## config.mk

```make
export PLATFORM = sky130hd
export DESIGN_NAME = bar_plotter_flat
export DESIGN_NICKNAME = d
export VERILOG_FILES = /design/src/rtl/bar_plotter_if.sv /design/src/rtl/bar_plotter.sv /design/src/flat_wrapper.sv
export SDC_FILE = /design/constraint.sdc
export NUM_CORES = 1
export LEC_CHECK = 0
export ABC_AREA = 1
export ABC_CLOCK_PERIOD_IN_PS = 3500
export CELL_PAD_IN_SITES_DETAIL_PLACEMENT = 1
export CELL_PAD_IN_SITES_GLOBAL_PLACEMENT = 1
export CORE_MARGIN = 4
export CORE_UTILIZATION = 41
export DETAILED_ROUTE_END_ITERATION = 6
export GPL_TIMING_DRIVEN = 0
export PLACE_DENSITY = 0.79
export SYNTH_ARGS = -nofsm -noshare
export SYNTH_HDL_FRONTEND = slang
export SYNTH_SLANG_ARGS = --single-unit
```

## constraint.sdc

```tcl
create_clock -name Clock -period 3.5 [get_ports Clock]
set_clock_uncertainty 0.2 [all_clocks]
set_input_delay 0.7 -clock Clock [delete_from_list [all_inputs] [get_ports Clock]]
set_output_delay 0.7 -clock Clock [all_outputs]
set_load 0.05 [all_outputs]
```

## src/rtl/bar_plotter_if.sv

```systemverilog
// Pixel-writer bus: the bar position from the animation stage and the pixel stream to the VGA adapter.
interface bar_plotter_if;
   logic [6:0] bar_y;
   logic [7:0] x_base;
   logic [7:0] x_out;
   logic [6:0] y_out;
   logic [2:0] colour;
   logic       plot;
   logic       busy;

   modport master (
      output bar_y,
      output x_base,
      input  x_out,
      input  y_out,
      input  colour,
      input  plot,
      input  busy
   );

   modport slave (
      input  bar_y,
      input  x_base,
      output x_out,
      output y_out,
      output colour,
      output plot,
      output busy
   );
endinterface

```

## src/rtl/bar_plotter.sv

```systemverilog
// Bar plotter: blanks the bar region after reset, then converts each bar height change into
// one pixel write per cycle, painting rows entering the bar and erasing rows leaving it.
module bar_plotter #(
   parameter int         BAR_WIDTH  = 16,
   parameter int         Y_TOP      = 21,
   parameter int         Y_BOT      = 80,
   parameter logic [2:0] COLOUR_ON  = 3'b010,
   parameter logic [2:0] COLOUR_OFF = 3'b000
) (
   input  logic          Clock,
   input  logic          reset,
   bar_plotter_if.slave  bus
);

   localparam logic [7:0] COL_LAST  = 8'(BAR_WIDTH - 1);
   localparam logic [6:0] ROW_TOP   = 7'(Y_TOP);
   localparam logic [6:0] ROW_BOT   = 7'(Y_BOT);
   localparam logic [6:0] ROW_EMPTY = 7'(Y_BOT + 1);

   typedef enum logic [1:0] {
      CLEAR_INIT,
      CLEAR,
      IDLE,
      DRAW
   } state_t;

   state_t     state;
   logic [6:0] row;
   logic [7:0] col;
   logic [6:0] span_last;
   logic [6:0] target;
   logic [6:0] last_y;
   logic [7:0] x_lat;

   logic [7:0] x_out_r;
   logic [6:0] y_out_r;
   logic [2:0] colour_r;
   logic       plot_r;
   logic       busy_r;

   logic [6:0] by;
   logic       rising;

   // Clamp the requested top row into the drawable range; an out-of-range request
   // below the region means an empty bar.
   always_comb begin
      by = bus.bar_y;
      if (bus.bar_y < ROW_TOP) begin
         by = ROW_TOP;
      end else if (bus.bar_y > ROW_EMPTY) begin
         by = ROW_EMPTY;
      end
      rising = (by < last_y);
   end

   always_ff @(posedge Clock) begin
      if (!reset) begin
         state     <= CLEAR_INIT;
         row       <= '0;
         col       <= '0;
         span_last <= '0;
         target    <= ROW_EMPTY;
         last_y    <= ROW_EMPTY;
         x_lat     <= '0;
         x_out_r   <= '0;
         y_out_r   <= '0;
         colour_r  <= '0;
         plot_r    <= 1'b0;
         busy_r    <= 1'b0;
      end else begin
         unique case (state)
            CLEAR_INIT: begin
               row       <= ROW_TOP;
               col       <= '0;
               span_last <= ROW_BOT;
               target    <= ROW_EMPTY;
               x_lat     <= bus.x_base;
               x_out_r   <= bus.x_base;
               y_out_r   <= ROW_TOP;
               colour_r  <= COLOUR_OFF;
               plot_r    <= 1'b1;
               busy_r    <= 1'b1;
               state     <= CLEAR;
            end

            // The output registers always hold the pixel being written this cycle,
            // so the walk precomputes the next pixel one edge ahead.
            CLEAR, DRAW: begin
               if (col == COL_LAST) begin
                  if (row == span_last) begin
                     last_y <= target;
                     plot_r <= 1'b0;
                     busy_r <= 1'b0;
                     state  <= IDLE;
                  end else begin
                     row     <= row + 7'd1;
                     col     <= '0;
                     x_out_r <= x_lat;
                     y_out_r <= row + 7'd1;
                  end
               end else begin
                  col     <= col + 8'd1;
                  x_out_r <= x_lat + col + 8'd1;
               end
            end

            IDLE: begin
               if (by != last_y) begin
                  row       <= rising ? by : last_y;
                  span_last <= rising ? (last_y - 7'd1) : (by - 7'd1);
                  col       <= '0;
                  target    <= by;
                  x_lat     <= bus.x_base;
                  x_out_r   <= bus.x_base;
                  y_out_r   <= rising ? by : last_y;
                  colour_r  <= rising ? COLOUR_ON : COLOUR_OFF;
                  plot_r    <= 1'b1;
                  busy_r    <= 1'b1;
                  state     <= DRAW;
               end
            end

            default: begin
               state <= CLEAR_INIT;
            end
         endcase
      end
   end

   assign bus.x_out  = x_out_r;
   assign bus.y_out  = y_out_r;
   assign bus.colour = colour_r;
   assign bus.plot   = plot_r;
   assign bus.busy   = busy_r;

endmodule

```

## src/flat_wrapper.sv

```systemverilog
// flat-port wrapper written by rule: the top's interface ports become plain ports
module bar_plotter_flat 
#(
   parameter int         BAR_WIDTH  = 16,
   parameter int         Y_TOP      = 21,
   parameter int         Y_BOT      = 80,
   parameter logic [2:0] COLOUR_ON  = 3'b010,
   parameter logic [2:0] COLOUR_OFF = 3'b000
)
  (Clock, reset, bus_bar_y, bus_x_base, bus_x_out, bus_y_out, bus_colour, bus_plot, bus_busy);
  bar_plotter_if bus_i ();
  input  logic Clock;
  input  logic reset;
  input wire logic [$bits(bus_i.bar_y)-1:0] bus_bar_y;
  input wire logic [$bits(bus_i.x_base)-1:0] bus_x_base;
  output wire logic [$bits(bus_i.x_out)-1:0] bus_x_out;
  output wire logic [$bits(bus_i.y_out)-1:0] bus_y_out;
  output wire logic [$bits(bus_i.colour)-1:0] bus_colour;
  output wire logic [$bits(bus_i.plot)-1:0] bus_plot;
  output wire logic [$bits(bus_i.busy)-1:0] bus_busy;
  assign bus_i.bar_y = bus_bar_y;
  assign bus_i.x_base = bus_x_base;
  assign bus_x_out = bus_i.x_out;
  assign bus_y_out = bus_i.y_out;
  assign bus_colour = bus_i.colour;
  assign bus_plot = bus_i.plot;
  assign bus_busy = bus_i.busy;
  bar_plotter #(.BAR_WIDTH(BAR_WIDTH), .Y_TOP(Y_TOP), .Y_BOT(Y_BOT), .COLOUR_ON(COLOUR_ON), .COLOUR_OFF(COLOUR_OFF)) u_core (.Clock(Clock), .reset(reset), .bus(bus_i));
endmodule
```

==> reports/qor.yml, run 1 <==
synth_warnings: 0
fin_crit_sh: 0.942
synthFlopType: "dfxtp_1"
start_kind: "input pin"
dp_cells: 657
cts_buffers: 5
layout.nets: 604
synth.distinct_cells: 43
syn_inst: 517
place_ws_ns: -0.687
final_cells: 676
finalWorstSetupSlack_ns: 0.202
drive_gt1_frac: 0.144
fp.dieW_um: 100
clock-sinks: 56
power_density_nw_per_um2: 351
cap_violations: 0
cp_max_fo: 10
routed_via_density: 5.34
grt_start_max_net_pins: 18
clk_latency_ns: 0.32
hold_class: "register to register"
hold_ws_ns: 0.267
hold_viol: 0
n_antenna_cell: 0
crit_path_frequent_cell: "nand2_1"
design.die.area_um2: 10000
root_buffer: "clkbuf_8"
fp.coreArea_um2: 8260
hpwl_um: 8340
tns_ns: 0
peakVddDrop_mv: 0.153
holdBufCountCts: 0
grt_antenna_before_repair: 0
power_mw: 1.51
gr-usage-all-layers: 0.230
ff_latch_area_um2: 1120
cp.required_ns: 3.53
detail_route.wl_per_cell_um: 16.5
cts.path.max_buffers: 2
drcViolationCount: 0
drt_wl_total_um: 11100
final_core_util: 0.519
n_fill_cell: 1104
worstSetupPathType: "input pin to register"
tritoncts: "yes"
grt_pass1_vias: 3584
clkTransAtPathRegs_ns: 0.11
io_buffers: 34
crit_family: "simple AND/OR/NAND/NOR gates"
status: "finished, final reports clean"
final_max_slew_viol_count: 0
cp_num_buf_inv: 4
crit_chain: "clkdlybuf4s50_1 > inv_1 > nand2_1 > nand3_1 > a21oi_2 > nand2_2 > ha_4 > nand2_2 > nor2_2 > nand2_1 > nand2_4 > inv_2 > buf_8 > nand2_2 > nand2_2 > nor2_8 > nand3_1 > nand2_1 > nand2_1 > nand2_1 > nand2_1"
die_y_um: 100
drtIter0Drc: 150
vias: 3608
max_freq_ghz: 0.303
min_period_ns: 3.30
leakagePower_nw: 1.94
pin_count: 37
multiInputGateArea_um2: 2110
ant_nets: 0
dr.pass1.iters: 5
crit_path_max_incr_delay_ns: 0.49
start_util: 0.422
worst_pin_slew_ns: 0.661
grt_remaining_overflow: 0
ys_ff_latch: 56
num_rows: 33
slew_headroom: 0.559
synth_area_per_cell_um2: 6.74
ys_seq_area_frac: 0.321
area_growth_pct: 23.0
netlist_area_um2: 3490
synth-async-reset-ratio: 0
gp_congestion: 0.833
end_kind: "register"
slowest_stage: "clkdlybuf4s50_1"
htree_num_levels: 2
final_cell_area_um2: 4290
worstPathArrival_ns: 3.33
grt_pass1_wl_um: 18500
place_area_um2: 3960
synth_edf_count: 0
setup_viol: 0
## state kept, by name, summed over array words and instances (netlist names)
name / count
u_core.state: 2
u_core.bus.busy: 1
u_core.last_y: 7
u_core.bus.x_out: 8
u_core.target: 7
u_core.x_lat: 8
u_core.col: 8
u_core.span_last: 7
u_core.bus.colour: 1
u_core.bus.y_out: 7
## power breakdown
group	internal (mW)	switching (mW)
clock network	0.217	0.236
registers	0.659	0.0211
logic	0.138	0.237
total	1.01	0.494
## synth_stat cells (2+ instances only)
master,instances,share of area
nand2_2,9,0.016
nor3_1,3,0.0043
nand3_1,35,0.050
nand3_2,2,0.0057
nand3b_1,2,0.0043
clkbuf_1,5,0.0054
buf_4,4,0.0086
dfxtp_1,56,0.32
a31oi_1,5,0.0090
xor2_1,7,0.018
o21ai_0,41,0.059
a21oi_1,45,0.065
nor2_1,30,0.032
o21ai_1,3,0.0043
buf_6,4,0.013
xnor2_1,3,0.0075
or2_2,2,0.0036
inv_2,4,0.0043
inv_1,61,0.066
a22o_1,2,0.0050
nand2_1,135,0.15
o21bai_1,2,0.0043
o211ai_1,6,0.013
nand4_1,8,0.014
o22ai_1,3,0.0054
buf_2,5,0.0072
ha_1,16,0.057
nor2_2,4,0.0072
## metal layers
layer	share of wire	GRT usage	up-vias
met2	0.46	0.371	75
met5	0	0	-
met4	0.0051	0.0404	0
met3	0.047	0.0257	6
met1	0.49	0.334	1732
li1	-	-	1795
## cell type report
type / count / share of cell area
Tap cell: 105 / 0.0306
Buffer: 18 / 0.0315
Multi-Input combinational cell: 378 / 0.493
Clock buffer: 6 / 0.0169
Timing Repair Buffer: 45 / 0.0995
Clock inverter: 2 / 0.00904
Inverter: 66 / 0.0581
Sequential cell: 56 / 0.261
## layout by cell type, fill, tap and decap left out, drive strengths merged, types with 8 or more instances in the layout
cell           instances
o21ai                 44
a21oi                 45
nor2                  35
buf                   24
dfxtp                 56
ha                    16
nand4                  8
nand2                144
clkbuf                11
clkdlybuf4s50         28
inv                   66
nand3                 37
## path summary, 6_finish.rpt
kind / from / end / slack, ns / cells past startpoint
worst max-delay path: bus_bar_y[1] / u_core.span_last[5]$_SDFFE_PN0P_ / 0.20 / 21
worst min-delay path: u_core.target[5]$_SDFFE_PN0P_ / u_core.target[5]$_SDFFE_PN0P_ / 0.27 / 2
worst max register to register: u_core.col[1]$_SDFFE_PN0P_ / u_core.bus.y_out[3]$_SDFFE_PN0P_ / 1.00 / 9
worst min register to register: u_core.target[5]$_SDFFE_PN0P_ / u_core.target[5]$_SDFFE_PN0P_ / 0.27 / 2
## tightest hold or removal path, stage by stage (launching register included)
cell and delay, ns:
dfxtp_1 0.34, nand2_1 0.05, o21ai_0 0.06
## logic make-up (layout without fill, tap and decap cells)
family,count (synthesis),after routing,share of synthesized area
adders and majority gates,17,17,0.0631
xor gates and xnor gates,10,10,0.0251
buffers and inverters,84,137,0.105
DFF,56,56,0.321
and+or+nand+nor,237,237,0.308
other,1,2,0.00108
AOI/OAI and AO/OA,112,112,0.175
## what timing repair did
item,4_1_cts,5_1_grt
buffers inserted,3,8
pin swaps,2,10
resized for setup,24,21
cloned,0,0
setup endpoints to repair,39,38
Note: power is estimated with default switching activity, not from simulation.
==> run 2, diff against run 1 <==
--- a/config.mk
+++ b/config.mk
@@ -10,10 +10,11 @@
 export CELL_PAD_IN_SITES_DETAIL_PLACEMENT = 1
 export CELL_PAD_IN_SITES_GLOBAL_PLACEMENT = 1
 export CORE_MARGIN = 4
-export CORE_UTILIZATION = 41
+export CORE_UTILIZATION = 45
 export DETAILED_ROUTE_END_ITERATION = 6
+export DONT_BUFFER_PORTS = 1
 export GPL_TIMING_DRIVEN = 0
-export PLACE_DENSITY = 0.79
+export PLACE_DENSITY = 0.77
 export SYNTH_ARGS = -nofsm -noshare
 export SYNTH_HDL_FRONTEND = slang
 export SYNTH_SLANG_ARGS = --single-unit
==> reports/qor.yml, run 2 (same netlist as run 1, synthesis figures left out) <==
status: "finished, final reports clean"  # unchanged
fp.dieW_um: 96.0  # was 100 um
fin_crit_sh: 0.934  # was 0.942
crit_chain: "inv_1 > nand2_1 > nor2_1 > nand2_1 > nand2_1 > nand2_2 > nand2_2 > inv_1 > ha_1 > nand2_2 > inv_1 > a21oi_1 > nand2_2 > inv_2 > buf_6 > buf_2 > o21ai_0 > a21oi_1 > nor3_1 > nor2_1"  # was clkdlybuf4s50_1 > inv_1 > nand2_1 > nand3_1 > a21oi_2 > nand2_2 > ha_4 > nand2_2 > nor2_2 > nand2_1 > nand2_4 > inv_2 > buf_8 > nand2_2 > nand2_2 > nor2_8 > nand3_1 > nand2_1 > nand2_1 > nand2_1 > nand2_1
drcViolationCount: 0  # unchanged
final_cells: 625  # was 676
end_kind: "register"  # unchanged
worst_pin_slew_ns: 0.683  # was 0.661 ns
hold_class: "register to register"  # unchanged
io_buffers: 0  # was 34
gr-usage-all-layers: 0.243  # was 0.230
min_period_ns: 3.27  # was 3.30 ns
routed_via_density: 5.53  # was 5.34
cts_resized: 0  # was 24
drive_gt1_frac: 0.0989  # was 0.144
worstPathArrival_ns: 3.33  # about the same
final_cell_area_um2: 3720  # was 4290 um^2
dr.pass1.iters: 4  # was 5
ant_nets: 0  # unchanged
pin_count: 37  # unchanged
cp.required_ns: 3.56  # was 3.53 ns
grt_pass1_vias: 3376  # was 3584
drtIter0Drc: 137  # was 150
layout.nets: 559  # was 604
grt_antenna_before_repair: 0  # unchanged
slowest_stage: "ha_1"  # was clkdlybuf4s50_1
hold_end: "u_core.target[5]$_SDFFE_PN0P_"  # unchanged
cp_num_buf_inv: 6  # was 4
crit_family: "simple AND/OR/NAND/NOR gates"  # unchanged
place_ws_ns: -0.259  # was -0.687 ns
final_max_slew_viol_count: 0  # unchanged
hold_viol: 0  # unchanged
gp_congestion: 0.902  # was 0.833
tritoncts: "yes"  # unchanged
cts_buffers: 5  # unchanged
grt_remaining_overflow: 0  # unchanged
crit_path_max_incr_delay_ns: 0.28  # was 0.49 ns
area_growth_pct: 6.75  # was 23.0%
tns_ns: 0  # unchanged
grt_setup_unrepaired: "no"
hold_depth: 2  # unchanged
hpwl_um: 8170  # was 8340 um
post_cts_buffers: 0  # was 3
start_util: 0.471  # was 0.422
max_freq_ghz: 0.306  # was 0.303 GHz
cts.path.max_buffers: 2  # unchanged
setup_viol: 0  # unchanged
clk_latency_ns: 0.32  # about the same
hold_start: "u_core.target[5]$_SDFFE_PN0P_"  # unchanged
dp_cells: 617  # was 657
vias: 3455  # was 3608
finalWorstSetupSlack_ns: 0.229  # was 0.202 ns
grt_start_max_net_pins: 17  # was 18
rr_endpoint: "u_core.bus.x_out[4]$_SDFFE_PN0P_"  # was u_core.bus.y_out[3]$_SDFFE_PN0P_
num_rows: 31  # was 33
reg2reg_slack_ns: 0.77  # was 1.00 ns
n_antenna_cell: 0  # unchanged
final_cell_mix: "nand2_1 (131), inv_1 (61), dfxtp_1 (56)"  # was nand2_1 (124), inv_1 (60), dfxtp_1 (56)
detail_route.wl_per_cell_um: 17.1  # was 16.5 um
power_density_nw_per_um2: 367  # was 351 nW/um^2
reg2regPathDepth: 9  # unchanged
clkTransAtPathRegs_ns: 0.11  # about the same
die_y_um: 96.0  # was 100 um
holdBufCountCts: 0  # unchanged
final_core_util: 0.502  # was 0.519
fp.coreArea_um2: 7410  # was 8260 um^2
peakVddDrop_mv: 0.214  # was 0.153 mV
hold_ws_ns: 0.270  # was 0.267 ns
root_buffer: "clkbuf_8"  # unchanged
design.die.area_um2: 9220  # was 10000 um^2
htree_num_levels: 2  # unchanged
slew_headroom: 0.544  # was 0.559
clock-sinks: 56  # unchanged
r2r-start: "u_core.bus.y_out[0]$_SDFFE_PN0P_"  # was u_core.col[1]$_SDFFE_PN0P_
start_kind: "input pin"  # unchanged
grt_pass1_wl_um: 17100  # was 18500 um
drt_wl_total_um: 10700  # was 11100 um
leakagePower_nw: 1.70  # was 1.94 nW
final_common_cell: "nand2_1"  # unchanged
cp_max_fo: 10  # unchanged
worstSetupPathType: "input pin to register"  # unchanged
power_mw: 1.37  # was 1.51 mW
cap_violations: 0  # unchanged
place_area_um2: 3610  # was 3960 um^2
crit_path_frequent_cell: "nand2_2"  # was nand2_1
run 2: worst max path at each step:
stage                     cells after the start         start                               end  slack (ns)
final                                        20  bus_bar_y[3]  u_core.bus.y_out[5]$_SDFFE_PN0P_        0.23
after global placement                       16  bus_bar_y[3]  u_core.span_last[1]$_SDFFE_PN0P_       -0.12
after floorplan                              23  bus_bar_y[3]  u_core.span_last[6]$_SDFFE_PN0P_        0.45
after detailed placement                     16  bus_bar_y[3]  u_core.span_last[1]$_SDFFE_PN0P_       -0.26
after global routing                         21  bus_bar_y[1]  u_core.span_last[6]$_SDFFE_PN0P_       0.003
after CTS                                    16  bus_bar_y[3]  u_core.span_last[1]$_SDFFE_PN0P_        0.05
run 2: tightest hold or removal path, cell delays in order (launching register included):
cell	delay, ns
dfxtp_1	0.34
nand2_1	0.05
o21ai_0	0.06
run 2: final cells by class:
cell class | instances | area (um^2)
Buffer | 18 | 119
Clock buffer | 7 | 86.3
Clock inverter | 1 | 7.51
Fill cell | 1017 | 3690
Inverter | 66 | 249
Multi-Input combinational cell | 378 | 2020
Sequential cell | 56 | 1120
Tap cell | 99 | 124
run 2: metal layers:
layer | vias to the layer above | share of wire | global-route usage
met5 | - | 0 | 0
li1 | 1718 | - | -
met3 | 13 | 0.066 | 0.0430
met4 | 0 | 0.015 | 0.0592
met2 | 77 | 0.43 | 0.379
met1 | 1647 | 0.49 | 0.346
run 2: report_power, final:
group | switching (mW) | internal [mW] | leakage [nW]
combinational | 0.165 | 0.0790 | 1.20
sequential | 0.0666 | 0.658 | 0.458
clock | 0.235 | 0.162 | 0.0445
total | 0.466 | 0.900 | 1.70
==> run 3, diff against run 2 <==
--- a/config.mk
+++ b/config.mk
@@ -5,7 +5,6 @@
 export SDC_FILE = /design/constraint.sdc
 export NUM_CORES = 1
 export LEC_CHECK = 0
-export ABC_AREA = 1
 export ABC_CLOCK_PERIOD_IN_PS = 3500
 export CELL_PAD_IN_SITES_DETAIL_PLACEMENT = 1
 export CELL_PAD_IN_SITES_GLOBAL_PLACEMENT = 1
@@ -14,7 +13,7 @@
 export DETAILED_ROUTE_END_ITERATION = 6
 export DONT_BUFFER_PORTS = 1
 export GPL_TIMING_DRIVEN = 0
-export PLACE_DENSITY = 0.77
+export PLACE_DENSITY = 0.74
 export SYNTH_ARGS = -nofsm -noshare
 export SYNTH_HDL_FRONTEND = slang
 export SYNTH_SLANG_ARGS = --single-unit
==> reports/qor.yml, run 3 <==
slowest_stage: "or3_1"  # was ha_1
cts_buffers: 5  # unchanged
synthFlopType: "dfxtp_1"  # unchanged
end_kind: "register"  # unchanged
ys_seq_area_frac: 0.334  # was 0.321
power_mw: 1.28  # was 1.37 mW
cap_violations: 0  # unchanged
ff_latch_area_um2: 1120  # unchanged
place_ws_ns: -0.805  # was -0.259 ns
ant_nets: 0  # unchanged
n_antenna_cell: 0  # unchanged
gp_congestion: 0.830  # was 0.902
clkTransAtPathRegs_ns: 0.09  # was 0.11 ns
cts_resized: 12  # was 0
final_cell_mix: "dfxtp_1 (56), nand2_1 (55), a21oi_1 (33)"  # was nand2_1 (131), inv_1 (61), dfxtp_1 (56)
gr-usage-all-layers: 0.248  # was 0.243
peakVddDrop_mv: 0.165  # was 0.214 mV
final_max_slew_viol_count: 0  # unchanged
synth_edf_count: 0  # unchanged
synth_common_cells: "nand2_1 (57), dfxtp_1 (56), a21oi_1 (33), nor2_1 (33), o21ai_0 (28)"  # was nand2_1 (135), inv_1 (61), dfxtp_1 (56)
setup_viol: 0  # unchanged
final_common_cell: "dfxtp_1"  # was nand2_1
die_y_um: 94.4  # was 96.0 um
grt_antenna_before_repair: 0  # unchanged
synth.distinct_cells: 59  # was 43
fp.dieW_um: 94.4  # was 96.0 um
cp.required_ns: 3.49  # was 3.56 ns
grt_remaining_overflow: 0  # unchanged
synthTopCellsByArea: "dfxtp_1 (33%), nand2_1 (6.4%), ha_1 (6.0%)"  # was dfxtp_1 (32%), nand2_1 (15%), inv_1 (6.6%)
grt_pass1_vias: 3280  # was 3376
start_kind: "input pin"  # unchanged
area_growth_pct: 8.27  # was 6.75%
drt_wl_total_um: 10500  # was 10700 um
holdBufCountCts: 0  # unchanged
leakagePower_nw: 1.46  # was 1.70 nW
cp_max_fo: 10  # unchanged
worstSetupPathType: "input pin to register"  # unchanged
dp_cells: 531  # was 617
n_fill_cell: 935  # was 1017
worstPathArrival_ns: 3.34  # was 3.33 ns
tritoncts: "yes"  # unchanged
layout.nets: 472  # was 559
synth.top_cell.area_share: 0.334  # was 0.321
grt_pass1_wl_um: 17100  # about the same
min_period_ns: 3.35  # was 3.27 ns
syn_inst: 431  # was 517
design.die.area_um2: 8920  # was 9220 um^2
clk_latency_ns: 0.31  # was 0.32 ns
multiInputGateArea_um2: 2090  # was 2020 um^2
status: "finished, final reports clean"  # unchanged
ys_ff_latch: 56  # unchanged
crit_chain: "clkbuf_2 > or3_1 > and3_1 > ha_1 > nand4_1 > nor3_4 > nor2_1 > clkbuf_2 > clkbuf_4 > o21ai_0 > nand2_1"  # was inv_1 > nand2_1 > nor2_1 > nand2_1 > nand2_1 > nand2_2 > nand2_2 > inv_1 > ha_1 > nand2_2 > inv_1 > a21oi_1 > nand2_2 > inv_2 > buf_6 > buf_2 > o21ai_0 > a21oi_1 > nor3_1 > nor2_1
yosysTopAreaCell: "dfxtp_1"  # unchanged
drive_gt1_frac: 0.0774  # was 0.0989
tns_ns: 0  # unchanged
netlist_area_um2: 3360  # was 3490 um^2
hold_viol: 0  # unchanged
max_freq_ghz: 0.298  # was 0.306 GHz
start_util: 0.463  # was 0.471
fin_crit_sh: 0.958  # was 0.934
hpwl_um: 7980  # was 8170 um
crit_path_max_incr_delay_ns: 0.38  # was 0.28 ns
root_buffer: "clkbuf_8"  # unchanged
drtIter0Drc: 123  # was 137
io_buffers: 0  # unchanged
crit_path_frequent_cell: "clkbuf_2"  # was nand2_2
slew_headroom: 0.508  # was 0.544
pin_count: 37  # unchanged
routed_via_density: 5.87  # was 5.53
synth_area_per_cell_um2: 7.80  # was 6.74 um^2
cts.path.max_buffers: 2  # unchanged
drcViolationCount: 0  # unchanged
clock-sinks: 56  # unchanged
synth-async-reset-ratio: 0  # unchanged
hold_class: "register to register"  # unchanged
vias: 3158  # was 3455
dr.pass1.iters: 6  # was 4
final_core_util: 0.502  # about the same
grt_setup_unrepaired: "no"  # unchanged
synth_warnings: 0  # unchanged
grt_start_max_net_pins: 16  # was 17
post_cts_buffers: 0  # unchanged
worst_pin_slew_ns: 0.737  # was 0.683 ns
htree_num_levels: 2  # unchanged
num_rows: 31  # unchanged
final_cells: 538  # was 625
synth.most_common_cell: "nand2_1"  # unchanged
detail_route.wl_per_cell_um: 19.4  # was 17.1 um
fp.coreArea_um2: 7250  # was 7410 um^2
finalWorstSetupSlack_ns: 0.146  # was 0.229 ns
power_density_nw_per_um2: 352  # was 367 nW/um^2
-- run 3: cell types whose count changed after synthesis, sizes merged, moves of 7 or more --
| cell | change |
|---|---|
| mux2i | +13 |
| o21ai | -15 |
| xnor2 | +12 |
| nand3 | -20 |
| clkbuf | +13 |
| nand2 | -86 |
| nor3 | +8 |
| or3 | +7 |
| a21oi | -12 |
| inv | -47 |
-- run 3: area by class of cell --
| class | instances | share of cell area |
|---|---|---|
| plain buffers | 26 | 0.0402 |
| clock buffers | 8 | 0.0248 |
| inverters | 18 | 0.0186 |
| multi-input cells | 331 | 0.574 |
| flip-flops and latches | 56 | 0.308 |
| well taps | 99 | 0.0340 |
-- run 3: kinds of logic (layout without fill, tap and decap cells) --
| kind of cell | count (synthesis) | count (layout) | synth area share |
|---|---|---|---|
| compound gates | 112 | 112 | 0.206 |
| xor+xnor | 21 | 21 | 0.0547 |
| fa+ha+maj | 17 | 17 | 0.0655 |
| buf+inv | 45 | 52 | 0.0603 |
| flops | 56 | 56 | 0.334 |
| mux | 15 | 15 | 0.0454 |
| other cells | 1 | 2 | 0.00112 |
| simple gates | 164 | 164 | 0.234 |
-- run 3: power breakdown --
part	switching [mW]	leakage (nW)	internal, mW	total [mW]
Combinational	0.126	0.958	0.0723	0.198
Clock	0.209	0.0455	0.162	0.371
Sequential	0.0549	0.457	0.656	0.710
Total	0.390	1.46	0.890	1.28
-- run 3: final timing paths --
path                                               startpoint                                to  slack [ns]  cells after the start
worst min-delay path            u_core.target[1]$_SDFFE_PN0P_     u_core.target[1]$_SDFFE_PN0P_        0.27                      2
worst max register to register     u_core.col[1]$_SDFFE_PN0P_  u_core.bus.x_out[5]$_SDFFE_PN0P_        0.51                      9
worst min register to register  u_core.target[1]$_SDFFE_PN0P_     u_core.target[1]$_SDFFE_PN0P_        0.27                      2
worst max-delay path                             bus_bar_y[6]     u_core.target[6]$_SDFFE_PN1P_        0.15                     11
-- run 3: critical path: cells and delay by family --
kind / cells / cell delay (ns)
AOI/OAI and AO/OA: 1 / 0.18
adders and majority gates: 1 / 0.37
buffers and inverters: 3 / 0.66
and+or+nand+nor: 6 / 1.42
-- run 3: metal layers --
layer / share of wire / GRT usage
met5: 0 / 0
met4: 0.013 / 0.0758
met3: 0.031 / 0.0359
met2: 0.53 / 0.458
met1: 0.43 / 0.295
-- run 3: through the flow --
step,cell area [um^2],hold slack (ns)
finish,3640,0.268
floorplan,3370,0.231
global route,3640,0.294
global placement,3490,0.245
CTS,3610,0.273
detailed placement,3490,0.258
